$ cat config.mk
export PLATFORM = sky130hd
export DESIGN_NAME = seg7_reader_flat
export DESIGN_NICKNAME = d
export VERILOG_FILES = /design/src/rtl/seg7_reader_if.sv /design/src/rtl/seg7_reader.sv /design/src/flat_wrapper.sv
export SDC_FILE = /design/constraint.sdc
export NUM_CORES = 1
export LEC_CHECK = 0
export BUFFER_PORTS_ARGS = -buffer_cell sky130_fd_sc_hd__buf_2
export CAP_MARGIN = 20
export CORE_ASPECT_RATIO = 1.5
export CORE_MARGIN = 2
export CORE_UTILIZATION = 59
export CTS_BUF_LIST = sky130_fd_sc_hd__clkbuf_4
export DETAILED_ROUTE_END_ITERATION = 10
export PLACE_DENSITY_LB_ADDON = 0.12
export SYNTH_ARGS = -nofsm -noshare
export SYNTH_HDL_FRONTEND = slang
export SYNTH_SLANG_ARGS = --single-unit
$ cat constraint.sdc
create_clock -name clk -period 2.8 [get_ports clk]
set_input_delay 0.14 -clock clk [delete_from_list [all_inputs] [get_ports clk]]
set_output_delay 0.14 -clock clk [all_outputs]
set_load 0.005 [all_outputs]
$ cat src/rtl/seg7_reader_if.sv
// Segment inputs and decoded outputs of the 7-segment reader, bundled for port use.
interface seg7_reader_if;
    // Segment lines, active-high, asynchronous to the reader clock.
    logic       a;
    logic       b;
    logic       c;
    logic       d;
    logic       e;
    logic       f;
    logic       g;

    // Decoded results.
    logic [2:0] value;
    logic       valid;
    logic       err;
    logic       blank;
    logic [7:0] count;

    // Display side: drives segments, observes results.
    modport master (
        output a, b, c, d, e, f, g,
        input  value, valid, err, blank, count
    );

    // Reader side: samples segments, produces results.
    modport slave (
        input  a, b, c, d, e, f, g,
        output value, valid, err, blank, count
    );
endinterface

$ cat src/rtl/seg7_reader.sv
// seg7_reader: synchronizes a 7-segment pattern, waits for it to hold steady and
// decodes it to a digit 0..7, flagging illegal patterns and an all-off display.
module seg7_reader #(
    parameter int unsigned STABLE_CYCLES = 4
) (
    input logic          clk,
    input logic          rst_n,
    seg7_reader_if.slave bus
);

    typedef enum logic [1:0] {
        StIdle,
        StSettle,
        StReport
    } state_e;

    localparam logic [3:0] CntMax    = 4'(STABLE_CYCLES);
    // Entering StReport takes one more edge, so accept one count early.
    localparam logic [3:0] CntAccept = 4'(STABLE_CYCLES - 1);

    logic [6:0] seg_in;
    logic [6:0] sync1_q;
    logic [6:0] pat_q;
    logic       pat_change;
    logic [3:0] cnt_q;

    state_e     state_q, state_d;
    logic       accept;

    logic       pat_legal;
    logic [2:0] pat_digit;

    logic [6:0] last_q, last_d;
    logic [2:0] value_q, value_d;
    logic       valid_q, valid_d;
    logic       err_q, err_d;
    logic       blank_q, blank_d;
    logic [7:0] count_q, count_d;

    assign seg_in = {bus.a, bus.b, bus.c, bus.d, bus.e, bus.f, bus.g};

    // Two-flop synchronizer; pat_q is the pattern P seen by the rest of the block.
    always_ff @(posedge clk or negedge rst_n) begin
        if (!rst_n) begin
            sync1_q <= 7'd0;
            pat_q   <= 7'd0;
        end else begin
            sync1_q <= seg_in;
            pat_q   <= sync1_q;
        end
    end

    // P takes a new value on the coming edge.
    assign pat_change = (sync1_q != pat_q);

    // Stability counter: clocks P has held its current value, saturating.
    always_ff @(posedge clk or negedge rst_n) begin
        if (!rst_n) begin
            cnt_q <= 4'd0;
        end else if (pat_change) begin
            cnt_q <= 4'd0;
        end else if (cnt_q != CntMax) begin
            cnt_q <= cnt_q + 4'd1;
        end
    end

    // Legal digit table, bit order abcdefg.
    always_comb begin
        pat_legal = 1'b1;
        pat_digit = 3'd0;
        case (pat_q)
            7'b1111110: pat_digit = 3'd0;
            7'b0110000: pat_digit = 3'd1;
            7'b1101101: pat_digit = 3'd2;
            7'b1111001: pat_digit = 3'd3;
            7'b0110011: pat_digit = 3'd4;
            7'b1011011: pat_digit = 3'd5;
            7'b1011111: pat_digit = 3'd6;
            7'b1110000: pat_digit = 3'd7;
            default:    pat_legal = 1'b0;
        endcase
    end

    // FSM state register.
    always_ff @(posedge clk or negedge rst_n) begin
        if (!rst_n) begin
            state_q <= StIdle;
        end else begin
            state_q <= state_d;
        end
    end

    // FSM next state; accept marks the edge that enters StReport.
    always_comb begin
        state_d = state_q;
        accept  = 1'b0;
        unique case (state_q)
            StIdle: begin
                if (pat_q != last_q) begin
                    state_d = StSettle;
                end
            end
            StSettle: begin
                if (pat_q == last_q) begin
                    state_d = StIdle;
                end else if (cnt_q >= CntAccept) begin
                    state_d = StReport;
                    accept  = 1'b1;
                end
            end
            StReport: begin
                state_d = StIdle;
            end
            default: begin
                state_d = StIdle;
            end
        endcase
    end

    // Acceptance results are registered on entry to StReport so the pulses
    // occupy exactly the single StReport cycle.
    always_comb begin
        last_d  = last_q;
        value_d = value_q;
        count_d = count_q;
        blank_d = blank_q;
        valid_d = 1'b0;
        err_d   = 1'b0;
        if (accept) begin
            last_d  = pat_q;
            blank_d = (pat_q == 7'd0);
            if (pat_legal) begin
                value_d = pat_digit;
                valid_d = 1'b1;
                count_d = count_q + 8'd1;
            end else if (pat_q != 7'd0) begin
                err_d = 1'b1;
            end
        end
    end

    // Output and last-accepted-pattern registers.
    always_ff @(posedge clk or negedge rst_n) begin
        if (!rst_n) begin
            last_q  <= 7'd0;
            value_q <= 3'd0;
            valid_q <= 1'b0;
            err_q   <= 1'b0;
            blank_q <= 1'b1;
            count_q <= 8'd0;
        end else begin
            last_q  <= last_d;
            value_q <= value_d;
            valid_q <= valid_d;
            err_q   <= err_d;
            blank_q <= blank_d;
            count_q <= count_d;
        end
    end

    assign bus.value = value_q;
    assign bus.valid = valid_q;
    assign bus.err   = err_q;
    assign bus.blank = blank_q;
    assign bus.count = count_q;

endmodule

$ cat src/flat_wrapper.sv
// flat-port wrapper written by rule: the top's interface ports become plain ports
module seg7_reader_flat 
#(
    parameter int unsigned STABLE_CYCLES = 4
)
  (clk, rst_n, bus_a, bus_b, bus_c, bus_d, bus_e, bus_f, bus_g, bus_value, bus_valid, bus_err, bus_blank, bus_count);
  seg7_reader_if bus_i ();
  input logic clk;
  input logic rst_n;
  input wire logic [$bits(bus_i.a)-1:0] bus_a;
  input wire logic [$bits(bus_i.b)-1:0] bus_b;
  input wire logic [$bits(bus_i.c)-1:0] bus_c;
  input wire logic [$bits(bus_i.d)-1:0] bus_d;
  input wire logic [$bits(bus_i.e)-1:0] bus_e;
  input wire logic [$bits(bus_i.f)-1:0] bus_f;
  input wire logic [$bits(bus_i.g)-1:0] bus_g;
  output wire logic [$bits(bus_i.value)-1:0] bus_value;
  output wire logic [$bits(bus_i.valid)-1:0] bus_valid;
  output wire logic [$bits(bus_i.err)-1:0] bus_err;
  output wire logic [$bits(bus_i.blank)-1:0] bus_blank;
  output wire logic [$bits(bus_i.count)-1:0] bus_count;
  assign bus_i.a = bus_a;
  assign bus_i.b = bus_b;
  assign bus_i.c = bus_c;
  assign bus_i.d = bus_d;
  assign bus_i.e = bus_e;
  assign bus_i.f = bus_f;
  assign bus_i.g = bus_g;
  assign bus_value = bus_i.value;
  assign bus_valid = bus_i.valid;
  assign bus_err = bus_i.err;
  assign bus_blank = bus_i.blank;
  assign bus_count = bus_i.count;
  seg7_reader #(.STABLE_CYCLES(STABLE_CYCLES)) u_core (.clk(clk), .rst_n(rst_n), .bus(bus_i));
endmodule
# Word-level counts from Yosys, hierarchy flattened

Index checks and enable logic that the tools add are counted.

Register bits: 41
Output and inout port bits: 14
Logic and storage cells: 51

$add $sub $neg: 2
$lt $le $gt $ge: 1
Eq/ne operators: 15
Multiplexer cells: 16
Reduce and logical (&&, ||, !) cells: 7

Operators by type and width:

| cell                | number |
|---|---|
| $eq 7x7->1 const B  | 6 |
| $pmux 3 s7          | 1 |
| $eq 7x6->1 const B  | 2 |
| $ne 7x7->1          | 2 |
| $mux 1              | 9 |
| $add 8x1->8 const B | 1 |
| $mux 4              | 2 |
| $reduce_or 8->1     | 1 |
| $eq 7x7->1          | 1 |
| $logic_not 7->1     | 1 |
| $reduce_bool 7->1   | 1 |
| $mux 2              | 3 |
| $add 4x1->4 const B | 1 |
| $ge 4x2->1 const B  | 1 |
| $ne 4x3->1 const B  | 1 |
| $pmux 2 s2          | 1 |
| $reduce_and 2->1    | 2 |
| $ne 3x1->1 const B  | 1 |
| $eq 2x1->1 const B  | 1 |
| $logic_not 2->1     | 1 |
| $ne 2x1->1 const B  | 1 |
| $reduce_bool 2->1   | 1 |

# Depth between registers and ports, before layout

Depth after elaboration: 5
Depth in mapped cells: 7

# Worst setup path after synthesis

OpenSTA, ideal clock, no wires.

Path kind: register to register
Start point: register u_core.pat_q[3]
End point: register u_core.count_q[1] (netlist: u_core.bus.count[1])
Arrival: 2,287 ps
Data required time: 2,675 ps
Slack: 389 ps
Cell stages (with the launch flop): 8
Buffers on the path: 2
Cells stage by stage: dfrtp_1 buf_6 or4_4 a211o_1 o211a_1 buf_6 a2111oi_4 mux2_2

Longest elaborated chain between the ends: 4
Elaborated cells between the ends (all ways): 14

Ends and longest elaborated chain:

| element                                             | line                                 | source |
|---|---|---|
| from (decl)                                         | seg7_reader.sv:23                    | `logic [6:0] pat_q;` |
| from (signal assigned)                              | seg7_reader.sv:49                    | `pat_q <= sync1_q;` |
| $eq 7x7->1 (tied with other cells)                  | seg7_reader.sv:71                    | `case (pat_q)` |
| $reduce_or 8->1 (no line) or $mux 1 (tied branches) | --                                   |  |
| $mux 1, on equally long branches                    | seg7_reader.sv:71, seg7_reader.sv:97 |  |
| $reduce_and 2->1 (no line) *                        | --                                   |  |
| to (signal assigned)                                | seg7_reader.sv:157                   | `count_q <= count_d;` |
| to (decl)                                           | seg7_reader.sv:38                    | `logic [7:0] count_q, count_d;` |

Mark *: on every way between the ends. The rest lies on a longest branch, timed or not.
A chain may end at the register's enable or synchronous reset.

# Worst setup path in the final report

Ends and elaborated chain as after synthesis.

==> results list <==
- Initial Utilization: approximately three fifths
* Portion of total power attributed to combinational logic: 5.3%
- The H-tree generated during clock tree synthesis spans 2 levels.
- Unrepaired setup endpoints after global routing: false
* Die extent in x: 50.5 µm
- Data on the critical path is required at its endpoint by ~3.1 ns.
- Data on the critical path arrives at its endpoint at ~2.8 ns.
* Cell with the most instances after synthesis: dfrtp_1
* Global route overflow: 0
- During I/O placement, the number of pins put on the boundary was 23.
- At the end of the flow, the number of nets in the layout was between 150 and 200.
- In this run the remaining antenna-violating nets after routing total 0.
- Synthesis inferred between 40 and 50 register bits.
- Endpoints failing setup: 0
- Synthesis produced a netlist with a net count of approximately 170.
- Of all nets on the critical path, the largest fanout is 10.
* Count of final max-slew check failures: 0
- Final std cell area, no fill: 2230 µm²
- For the worst-skew pair, the clock arrives at the later sink with an insertion delay of around 0.36 ns.
- Hold Violations, Final: 0
- Initial DRT Pass Iterations: 4
- Sequential-to-total area share from yosys stat: 53.7%
* DR vias: ~1300
- Area added between synthesis and finish: 16.8%
- Cells fill a little under three quarters of the core in the end.
* TritonCTS clock tree: built
- Final hold analysis gives a worst-case slack of 0.405 ns.
- Entering global routing, the biggest net connects 42 pins.
- After layout, the minimum clock period comes to 2.58 ns.
- Leading register cell type out of synthesis: dfrtp_1
* Part of the total power dissipated in the clock network: around two fifths
- Of the cells placed in the final design, the portion with a size suffix greater than 1 is between 20 and 30%.
* Worst relative slew slack: about 41%
* Average cell area after synthesis: between 10 and 15 µm²
- Actual transition at the worst max-transition pin: a little under 0.9 ns
* Path type of the worst min-delay path: reg -> reg
- Routability-driven placement finished with a final weighted congestion of 0.765.
- Based on the critical path, the design can be clocked at up to a little under 400 MHz.
- Overall die area: around 3700 µm²
- In this run, post-CTS hold repair placed 8 buffers.
* Post-synthesis cell count: ~150
* Commonest cells in the netlist: dfrtp_1 (40), xor2_1 (13), mux2_2 (11), xnor2_1 (10), nor2_1 (8)
- Startpoint-to-endpoint class of the critical path: reg -> reg
* Maximum clock path buffer count: 2
- Port buffering added 22 buffers.
- Detailed Route WL: between 3 and 4 mm
- In the final routed layout, each cell accounts on average for around 15 µm.
- Number of core rows: 25
- After legalization and detailed placement, the total HPWL measured between 2 and 2.5 mm.
* Clock transition at the registers of the reported paths: approximately 0.12 ns
* Number of buffers inserted by post-CTS setup repair: 0
* Max Cap Viol: 0
- Summed over all nets, the switching power comes to 243 µW.
* Number of synthesis warnings: 0
- Summed over all cells, the static leakage comes to ~0.0011 µW.
- In the synthesized netlist the async set-or-reset flop fraction comes to 100%.
* Clock tree root driver cell: clkbuf_4
- CTS saw 41 sinks.
- Total power per unit cell area: about 520 nW/µm²
* Core region area: roughly 3100 µm²
- After clock tree synthesis, the repair step resized 0 gates.
- Y dimension of the die: between 70 and 80 µm
- The placed instances occupy a cell area of ~2000 µm².
- The number of clock buffers added by TritonCTS is 5.
- Global-route wire length before repair: 5.75 mm
- Dominant cell type by area after synthesis: dfrtp_1
- Worst IR drop on VDD: ~0.4 mV
* Via density per instance: between 5 and 6
* Endpoint type of the worst setup path: flop
- The flow ran to the end, and the final reports show no timing, DRC or antenna violations.
- Unique masters post-synth: between 40 and 50
- For this block, the initial DRC count from the detailed router was 25.
- Cell Int Power: between 900 and 1000 µW
- Switching part of the total: a little over a fifth
* Antenna diode count: 0
- Sequential cells account for 53.3% of the total power.
- For this run, the total global-route usage over all layers was measured as approximately a fifth.
- Number of antenna violations at the first check in global routing: 0
- Worst setup SP type: flop
* Yosys top cell area share: a little over half
- Yosys mapped a number of flops with a built-in enable equal to 0.
- The mapped netlist covers around 1900 µm².
* Maximum clock skew at final layout: 0.00544 ns
* Final Cycle Share: between 90 and 100%
- The via count of the first global-routing pass came to 1281.
- Summed over all failing endpoints, the final setup total negative slack is 0 ns.
- By area the synthesized netlist is led by dfrtp_1 (52%), mux2_2 (6.5%), xor2_1 (6.0%).
- Number of remaining DRC errors: 0
[metrics by stage]
| step | std cells | total power, µW | worst slack (ns) |
|---|---|---|---|
| 2_1_floorplan | 154 | 660 | 0.389 |
| 3_3_place_gp | 212 | 678 | 0.315 |
| 3_5_place_dp | 212 | 680 | 0.253 |
| 4_1_cts | 228 | 1170 | 0.219 |
| 5_1_grt | 228 | 1200 | 0.0977 |
| 6_report | 228 | 1150 | 0.216 |
[path summary, 6_finish.rpt]
path / startpoint / to / slack (ns) / cells after the start
worst max-delay path: u_core.pat_q[3]$_DFF_PN0_ / u_core.bus.count[1]$_DFFE_PN0P_ / 0.22 / 5
worst min-delay path: u_core.sync1_q[2]$_DFF_PN0_ / u_core.pat_q[2]$_DFF_PN0_ / 0.40 / 0
worst max register to register: u_core.pat_q[3]$_DFF_PN0_ / u_core.bus.count[1]$_DFFE_PN0P_ / 0.22 / 5
worst min register to register: u_core.sync1_q[2]$_DFF_PN0_ / u_core.pat_q[2]$_DFF_PN0_ / 0.40 / 0
max in group asynchronous: rst_n / u_core.bus.value[2]$_DFFE_PN0P_ / 1.82 / 2
min in group asynchronous: rst_n / u_core.cnt_q[2]$_DFFE_PN0P_ / 0.44 / 2
[state kept, by name (all words and copies together) (netlist names), 2 cells and up]
signal / count
u_core.pat_q: 7
u_core.bus.count: 8
u_core.last_q: 7
u_core.state_q: 2
u_core.cnt_q: 4
u_core.bus.value: 3
u_core.sync1_q: 7
[power groups by stage]
| stage | sequential (µW) | combinational, µW | clock, µW |
|---|---|---|---|
| global placement | 627 | 50.8 | 0 |
| CTS | 616 | 61.8 | 491 |
| finish | 616 | 60.7 | 478 |
| detailed placement | 627 | 52.7 | 0 |
| global route | 618 | 67.9 | 512 |
| floorplan | 619 | 40.9 | 0 |
[layout by cell type (no fill, tap or decap), drive strengths merged, types with 5 or more instances in the layout]
| cell type | count |
|---|---|
| buf | 28 |
| xor2 | 13 |
| xnor2 | 10 |
| nor2 | 8 |
| nand4 | 5 |
| nand2 | 5 |
| dfrtp | 40 |
| clkbuf | 5 |
| dlygate4sd3 | 8 |
| mux2 | 11 |
[kinds of logic (layout without fill, tap and decap cells)]
| group | after synthesis | after routing | share of synthesized area [%] |
|---|---|---|---|
| muxes | 12 | 12 | 7.00 |
| and+or+nand+nor | 42 | 42 | 13.0 |
| adders and majority gates | 3 | 3 | 1.96 |
| DFF | 41 | 41 | 53.7 |
| xor gates and xnor gates | 23 | 23 | 10.5 |
| AOI/OAI and AO/OA | 20 | 20 | 9.23 |
| buffers and inverters | 13 | 47 | 4.58 |
[critical path, cell delays in order (launching register included)]
cell and delay (ns):
dfrtp_1 0.51, or4_4 0.52, a211o_1 0.28, o211a_1 0.24
a2111oi_4 0.54, mux2_2 0.40
[routing by layer]
metal  global-route usage, %  vias to the layer above  wire length (µm)
li1                        -                      625                 -
met1                    22.4                      630              1320
met2                    39.0                       29              1880
met3                    6.10                        6               138
met4                    9.01                        0                64
met5                       0                        -                 0
[final cells by class]
class / instances / area, µm²
Clock buffer: 5 / 37.5
Clock inverter: 3 / 68.8
Fill cell: 221 / 895
Inverter: 3 / 11.3
Multi-Input combinational cell: 100 / 803
Sequential cell: 41 / 1030
Tap cell: 40 / 50.0
Timing Repair Buffer: 36 / 235
No activity file was read; power rests on OpenSTA's default activity.
